$ cat src/rtl/mem_stage_ctrl_pkg.sv
// Shared definitions for the MEM stage controller: FSM state encoding,
// PCSel codes and the default memory-timeout length.
package mem_stage_ctrl_pkg;

   typedef enum logic [1:0] {
      ST_RUN      = 2'd0,
      ST_MEM_WAIT = 2'd1,
      ST_ABORT    = 2'd2
   } state_e;

   localparam logic [1:0] PCSEL_SEQ    = 2'd0;
   localparam logic [1:0] PCSEL_BRANCH = 2'd1;
   localparam logic [1:0] PCSEL_JUMP   = 2'd2;
   localparam logic [1:0] PCSEL_REG    = 2'd3;

   localparam int TIMEOUT_CYCLES_DEFAULT = 15;

endpackage

$ cat src/rtl/mem_stage_ctrl_branch.sv
// branch_resolve: combinational redirect resolution for the MEM stage.
// Priority is JR, then J/JAL, then a taken conditional branch.
module branch_resolve
   import mem_stage_ctrl_pkg::*;
(
   input  logic        beq,
   input  logic        bne,
   input  logic        zero,
   input  logic        j,
   input  logic        jal,
   input  logic        jr,
   input  logic [31:0] branch_address,
   input  logic [31:0] jump_address,
   input  logic [31:0] read_data1,
   output logic        taken,
   output logic        redirect,
   output logic [1:0]  pc_sel,
   output logic [31:0] next_pc
);

   assign taken = (beq & zero) | (bne & ~zero);

   always_comb begin
      pc_sel   = PCSEL_SEQ;
      next_pc  = 32'd0;
      redirect = 1'b0;
      if (jr) begin
         pc_sel   = PCSEL_REG;
         next_pc  = read_data1;
         redirect = 1'b1;
      end else if (j | jal) begin
         pc_sel   = PCSEL_JUMP;
         next_pc  = jump_address;
         redirect = 1'b1;
      end else if (taken) begin
         pc_sel   = PCSEL_BRANCH;
         next_pc  = branch_address;
         redirect = 1'b1;
      end
   end

endmodule

$ cat src/rtl/mem_stage_ctrl.sv
// MEM stage controller: redirect/flush, data-memory handshake and stalls.
// Define MEM_TIMEOUT_EN to abort accesses whose mem_ready never arrives.
module mem_stage_ctrl
   import mem_stage_ctrl_pkg::*;
#(
   parameter int TIMEOUT_CYCLES = TIMEOUT_CYCLES_DEFAULT
)(
   input  logic        clk,
   input  logic        reset,
   input  logic [31:0] BranchAddress_EX_MEM,
   input  logic [31:0] ALUResult_EX_MEM,
   input  logic [31:0] ReadData1_EX_MEM,
   input  logic [31:0] ReadData2_EX_MEM,
   input  logic [31:0] JumpAddress_EX_MEM,
   input  logic        BNE_EX_MEM,
   input  logic        BEQ_EX_MEM,
   input  logic        Zero_EX_MEM,
   input  logic        MemWrite_EX_MEM,
   input  logic        MemRead_EX_MEM,
   input  logic        JAL_EX_MEM,
   input  logic        J_EX_MEM,
   input  logic        JR_EX_MEM,
   input  logic        mem_ready,
   output logic        mem_req,
   output logic        mem_we,
   output logic [31:0] mem_addr,
   output logic [31:0] mem_wdata,
   output logic [1:0]  PCSel,
   output logic [31:0] NextPC,
   output logic        Flush_IF_ID,
   output logic        Flush_ID_EX,
   output logic        Flush_EX_MEM,
   output logic        Enable_PC,
   output logic        Enable_IF_ID,
   output logic        Enable_ID_EX,
   output logic        Enable_EX_MEM,
   output logic        Enable_MEM_WB,
   output logic        mem_timeout,
   output logic        illegal_ctrl,
   output logic [15:0] stall_count,
   output logic [1:0]  state_dbg
);

   // Handshake: mem_req stays high from the issue cycle until the falling
   // edge that samples mem_ready high; addr/data/we are stable meanwhile.

   if (TIMEOUT_CYCLES < 1) begin : g_bad_timeout
      $error("TIMEOUT_CYCLES must be at least 1");
   end

   state_e      state, state_next;
   logic        taken, redirect;
   logic [1:0]  br_pc_sel;
   logic [31:0] br_next_pc;
   logic        run, access, issue;
   logic        req_we;
   logic [31:0] req_addr, req_wdata;
   logic        illegal_q;

   branch_resolve u_branch (
      .beq            (BEQ_EX_MEM),
      .bne            (BNE_EX_MEM),
      .zero           (Zero_EX_MEM),
      .j              (J_EX_MEM),
      .jal            (JAL_EX_MEM),
      .jr             (JR_EX_MEM),
      .branch_address (BranchAddress_EX_MEM),
      .jump_address   (JumpAddress_EX_MEM),
      .read_data1     (ReadData1_EX_MEM),
      .taken          (taken),
      .redirect       (redirect),
      .pc_sel         (br_pc_sel),
      .next_pc        (br_next_pc)
   );

   // Gating with reset keeps every output quiet while reset is held low.
   assign run    = reset & (state == ST_RUN);
   assign access = MemRead_EX_MEM | MemWrite_EX_MEM;
   assign issue  = run & access & ~redirect;

`ifdef MEM_TIMEOUT_EN
   logic [15:0] tmo_cnt;
   logic        tmo_hit;
   logic        mem_timeout_q;

   assign tmo_hit = (tmo_cnt == 16'(TIMEOUT_CYCLES - 1));
`endif

   always_ff @(negedge clk or negedge reset) begin
      if (!reset) state <= ST_RUN;
      else        state <= state_next;
   end

   always_comb begin
      state_next = state;
      case (state)
         ST_RUN:      if (issue && !mem_ready) state_next = ST_MEM_WAIT;
`ifdef MEM_TIMEOUT_EN
         ST_MEM_WAIT: if (mem_ready)    state_next = ST_RUN;
                      else if (tmo_hit) state_next = ST_ABORT;
`else
         ST_MEM_WAIT: if (mem_ready) state_next = ST_RUN;
`endif
         ST_ABORT:    state_next = ST_RUN;
         default:     state_next = ST_RUN;
      endcase
   end

   always_comb begin
      mem_req       = 1'b0;
      mem_we        = 1'b0;
      mem_addr      = 32'd0;
      mem_wdata     = 32'd0;
      PCSel         = PCSEL_SEQ;
      NextPC        = 32'd0;
      Flush_IF_ID   = 1'b0;
      Flush_ID_EX   = 1'b0;
      Flush_EX_MEM  = 1'b0;
      Enable_PC     = 1'b1;
      Enable_IF_ID  = 1'b1;
      Enable_ID_EX  = 1'b1;
      Enable_EX_MEM = 1'b1;
      Enable_MEM_WB = 1'b1;
      if (reset) begin
         case (state)
            ST_RUN: begin
               PCSel        = br_pc_sel;
               NextPC       = br_next_pc;
               Flush_IF_ID  = redirect;
               Flush_ID_EX  = redirect;
               Flush_EX_MEM = redirect;
               if (issue) begin
                  mem_req   = 1'b1;
                  mem_we    = MemWrite_EX_MEM;
                  mem_addr  = ALUResult_EX_MEM;
                  mem_wdata = ReadData2_EX_MEM;
               end
            end
            ST_MEM_WAIT: begin
               mem_req       = 1'b1;
               mem_we        = req_we;
               mem_addr      = req_addr;
               mem_wdata     = req_wdata;
               Enable_PC     = 1'b0;
               Enable_IF_ID  = 1'b0;
               Enable_ID_EX  = 1'b0;
               Enable_EX_MEM = 1'b0;
               Enable_MEM_WB = 1'b0;
            end
            default: begin
               Enable_PC     = 1'b0;
               Enable_IF_ID  = 1'b0;
               Enable_ID_EX  = 1'b0;
               Enable_EX_MEM = 1'b0;
               Enable_MEM_WB = 1'b0;
            end
         endcase
      end
   end

   // Request registers, stall counter and sticky error flags.
   always_ff @(negedge clk or negedge reset) begin
      if (!reset) begin
         req_we      <= 1'b0;
         req_addr    <= 32'd0;
         req_wdata   <= 32'd0;
         stall_count <= 16'd0;
         illegal_q   <= 1'b0;
      end else begin
         if (issue && !mem_ready) begin
            req_we    <= MemWrite_EX_MEM;
            req_addr  <= ALUResult_EX_MEM;
            req_wdata <= ReadData2_EX_MEM;
         end
         if (state == ST_MEM_WAIT && stall_count != 16'hFFFF)
            stall_count <= stall_count + 16'd1;
         if (run && ((MemRead_EX_MEM & MemWrite_EX_MEM) | (access & redirect)))
            illegal_q <= 1'b1;
      end
   end

`ifdef MEM_TIMEOUT_EN
   always_ff @(negedge clk or negedge reset) begin
      if (!reset) begin
         tmo_cnt       <= 16'd0;
         mem_timeout_q <= 1'b0;
      end else begin
         if (state == ST_MEM_WAIT && !mem_ready) tmo_cnt <= tmo_cnt + 16'd1;
         else                                    tmo_cnt <= 16'd0;
         if (state == ST_MEM_WAIT && state_next == ST_ABORT)
            mem_timeout_q <= 1'b1;
      end
   end

   assign mem_timeout = mem_timeout_q;
`else
   assign mem_timeout = 1'b0;
`endif

   assign illegal_ctrl = illegal_q;
   assign state_dbg    = state;

endmodule

$ cat config.mk
export PLATFORM = sky130hd
export DESIGN_NAME = mem_stage_ctrl
export DESIGN_NICKNAME = d
export VERILOG_FILES = /design/src/rtl/mem_stage_ctrl_pkg.sv /design/src/rtl/mem_stage_ctrl_branch.sv /design/src/rtl/mem_stage_ctrl.sv
export SDC_FILE = /design/constraint.sdc
export NUM_CORES = 1
export LEC_CHECK = 0
export ABC_AREA = 1
export CORE_ASPECT_RATIO = 0.9
export CORE_MARGIN = 2
export CORE_UTILIZATION = 40
export DETAILED_ROUTE_END_ITERATION = 8
export DONT_BUFFER_PORTS = 1
export GPL_TIMING_DRIVEN = 0
export SYNTH_ARGS = -nofsm -noshare
export SYNTH_HDL_FRONTEND = slang
export SYNTH_SLANG_ARGS = --single-unit
export TNS_END_PERCENT = 10
$ cat constraint.sdc
create_clock -name clk -period 1.57 [get_ports clk]
set_input_delay 0.314 -clock clk [delete_from_list [all_inputs] [get_ports clk]]
set_output_delay 0.314 -clock clk [all_outputs]
set_load 0.02 [all_outputs]
==> flow_summary.toml <==
[flow_run]
max_cap_violations = 0

[yosys]
synthMuxAreaShare_pct = 0
synth_xor_area_share_pct = 1.14
ys_seq_elements = 83
yosysSeqAreaShare_pct = 38.6
yosys.area_share.simple_pct = 22.0
syn_inst = 754
synthAdderAreaFrac_pct = 0.233
synth-compound-area-share_pct = 24.0
yosysWarningCount = 0
netlist_area_sq_mm = 0.00538
synth_top_family_by_area = "compound AO/OA/AOI/OAI gates"
syn_avg_cell_area_sq_um = 7.13
synth.distinct_cells = 27

[power]
p_per_area_mw_per_mm2 = 808
power_mw = 6.00
peakVddDrop_mv = 0.642
p_leak_nw = 3.11

[run_status]
outcome = "finished, violations left"
violations = "negative setup slack"

[clock_tree]
clk_pin_slew_ns = 0.04
cts_buffers = 9
clockBufferDepth = 2
h-tree-depth = 3
postCtsHoldBufs = 0
clk-insertion-delay-late_ns = 0.35
cts_tree = "done"
cts-root-buf = "clkbuf_16"
cts_num_sinks = 83

[grt]
grt-busiest-layer = "met2"
grt_util_met1_pct = 30.3
antenna_found_initial = 1
grt_max_degree = 85
globalRouteOverflowTotal = 0
grt_pass1_vias = 5242
grt_pass1_wl_um = 28000
grt_use_met3_pct = 7.46
grt_usage_pct = 24.6
grt_use_met2_pct = 41.2

[place]
io_buffers = 0
hpwlAfterDp_um = 13200
place.gp.congestion = 0.849

[timing]
fin_skew_ns = 0.00291
drv_slew = 0
fin_setup_tns_ns = -196.47
tightestPinTransition_ns = 0.842
hold_viol = 0
relSlewSlack_pct = 43.9
whs_ns = 0.337
finalWorstSetupSlack_ns = -1.41
rsz0062_at_grt = "true"
finalSetupViolations = 209

[die]
die_area_sq_mm = 0.0144
fp.dieW_um = 126
dieHeight_um = 114
rows = 40
boundaryPins = 299
start_util_pct = 40.7
design.core.area_sq_mm = 0.0132

[critical_path]
cp.arrival_ns = 2.66
cp.required_ns = 1.26
critPathLaunchType = "flip-flop"
r2r_end = "req_wdata[29]"
crit_path_start = "state_dbg[0]"
worstSetupPathType = "flip-flop to output port"
r2r_slack_ns = -0.43
cp-end-kind = "output port"
worstPathMaxFanout = 10
rr_worst_depth = 9
setup.worst_path.end = "mem_addr[16]"
rr_startpoint = "state_dbg[0]"

[drt]
vias = 5365
final_antenna_net_count = 0
wl_per_cell_um = 19.0
drt_wl_total_um = 18100
firstDrtPassIters = 5
drtIter0Drc = 324
vias_per_cell = 5.62
drc_errors = 0

[layout]
num-nets-final = 952
area_growth_pct = 38.0
fin_util_pct = 56.1
final_layout_size_suffix_gt1_share_pct = 29.8

[hold_path]
hold_class = "input pin to async pin"
==> through the flow <==
stage               cell area (sq um)  setup WS [ns]  std cells
finish                           7420          -1.41        954
global route                     7420          -1.46        954
CTS                              7300          -1.44        950
detailed placement               6390          -1.33        923
global placement                 6390          -1.29        923
floorplan                        6180         -0.967        755
==> report_power, final <==
group	internal, mW	leakage [nW]	switching [mW]
Combinational	0.434	1.86	0.771
Sequential	2.48	1.10	0.256
Clock	1.20	0.142	0.857
Total	4.11	3.11	1.88
==> layout make-up <==
| cell class | instances | area [sq um] |
|---|---|---|
| Buffer | 62 | 592 |
| Sequential cell | 83 | 2080 |
| Inverter | 87 | 350 |
| Clock inverter | 3 | 21.3 |
| Multi-Input combinational cell | 523 | 3720 |
| Fill cell | 1216 | 5800 |
| Timing Repair Buffer | 14 | 168 |
| Tap cell | 168 | 210 |
| Clock buffer | 13 | 270 |
| Antenna cell | 1 | 2.50 |
==> sequential cells by signal (all words and copies together) (netlist names) <==
name / count
stall_count: 16
req_wdata: 32
illegal_ctrl: 1
state_dbg: 1
req_addr: 32
req_we: 1
==> Yosys cell counts <==
master | number | share of area [%]
o21ai_0 | 63 | 5.9
buf_2 | 3 | 0.28
ha_1 | 1 | 0.23
dfrtn_1 | 83 | 39
a21oi_1 | 66 | 6.1
inv_1 | 85 | 5.9
nand2_4 | 1 | 0.21
a21oi_4 | 1 | 0.30
nor2_4 | 2 | 0.42
clkinv_2 | 1 | 0.093
nand4_1 | 7 | 0.81
a21boi_0 | 1 | 0.14
nand3_2 | 1 | 0.19
nand2_1 | 165 | 12
o21ai_2 | 25 | 4.1
buf_6 | 19 | 4.0
buf_1 | 4 | 0.28
nor2_2 | 1 | 0.12
nand2_2 | 1 | 0.12
nor2_1 | 24 | 1.7
xnor2_1 | 7 | 1.1
clkbuf_1 | 26 | 1.8
buf_4 | 10 | 1.4
o21ai_1 | 80 | 7.4
inv_4 | 1 | 0.12
conb_1 | 1 | 0.070
nand3_1 | 75 | 7.0
==> kinds of logic (layout without fill, tap and decap cells) <==
family	Yosys count	after routing
other	1	3
adder cells (fa/ha/maj)	1	1
XOR/XNOR	7	7
flip-flops	83	83
buffers and inverters	149	179
AO/OA/AOI/OAI	236	236
AND/OR/NAND/NOR	277	277
==> repair_timing <==
item,4_1_cts,5_1_grt
gates resized for setup,118,26
pin swaps,11,4
setup buffers,7,2
cloned,4,1
endpoints found under the setup margin,209,209
==> worst max-delay path, stage by stage, from the launching register on <==
cell,delay [ns]
dfrtn_1,0.44
buf_6,0.18
inv_8,0.06
nand2_8,0.06
a21oi_4,0.15
nand2_4,0.10
buf_12,0.16
buf_12,0.16
o21ai_4,0.22
==> cell usage in the layout (no fill, tap or decap), types with 2 or more instances in the layout <==
cell type,Yosys,layout
dfrtn_1,83,83
buf_12,0,7
conb_1,1,2
a21oi_2,0,19
nand2_1,165,161
buf_4,10,16
clkbuf_16,0,10
o21ai_4,0,74
o21ai_0,63,18
nand2_2,1,3
clkbuf_8,0,7
clkinvlp_4,0,2
nand2_8,0,2
clkbuf_1,26,15
xnor2_1,7,7
o21ai_2,25,30
nor2_4,2,5
nor2_2,1,4
o21ai_1,80,46
buf_16,0,2
nand3_1,75,74
nand3_2,1,2
nor2_1,24,18
inv_1,85,84
buf_1,4,3
a21oi_1,66,33
nand4_1,7,7
a21oi_4,1,15
clkbuf_2,0,6
buf_6,19,20
==> how the worst min path moves through the flow <==
stage                  startpoint        endpoint  slack, ns  cells after the start
floorplan           req_wdata[10]   req_wdata[10]       0.42                      2
CTS                         reset    req_addr[18]       0.33                      0
global placement    req_wdata[13]   req_wdata[13]       0.42                      2
finish                      reset  stall_count[1]       0.34                      0
global route                reset  stall_count[2]       0.32                      0
detailed placement  req_wdata[13]   req_wdata[13]       0.43                      2
==> per-layer routing <==
metal | wire [um] | part of all wire [%]
met3 | 1280 | 7.1
met5 | 0 | 0
met4 | 576 | 3.2
met2 | 8910 | 49
met1 | 7350 | 41
Note: power is estimated with default switching activity, not from simulation.
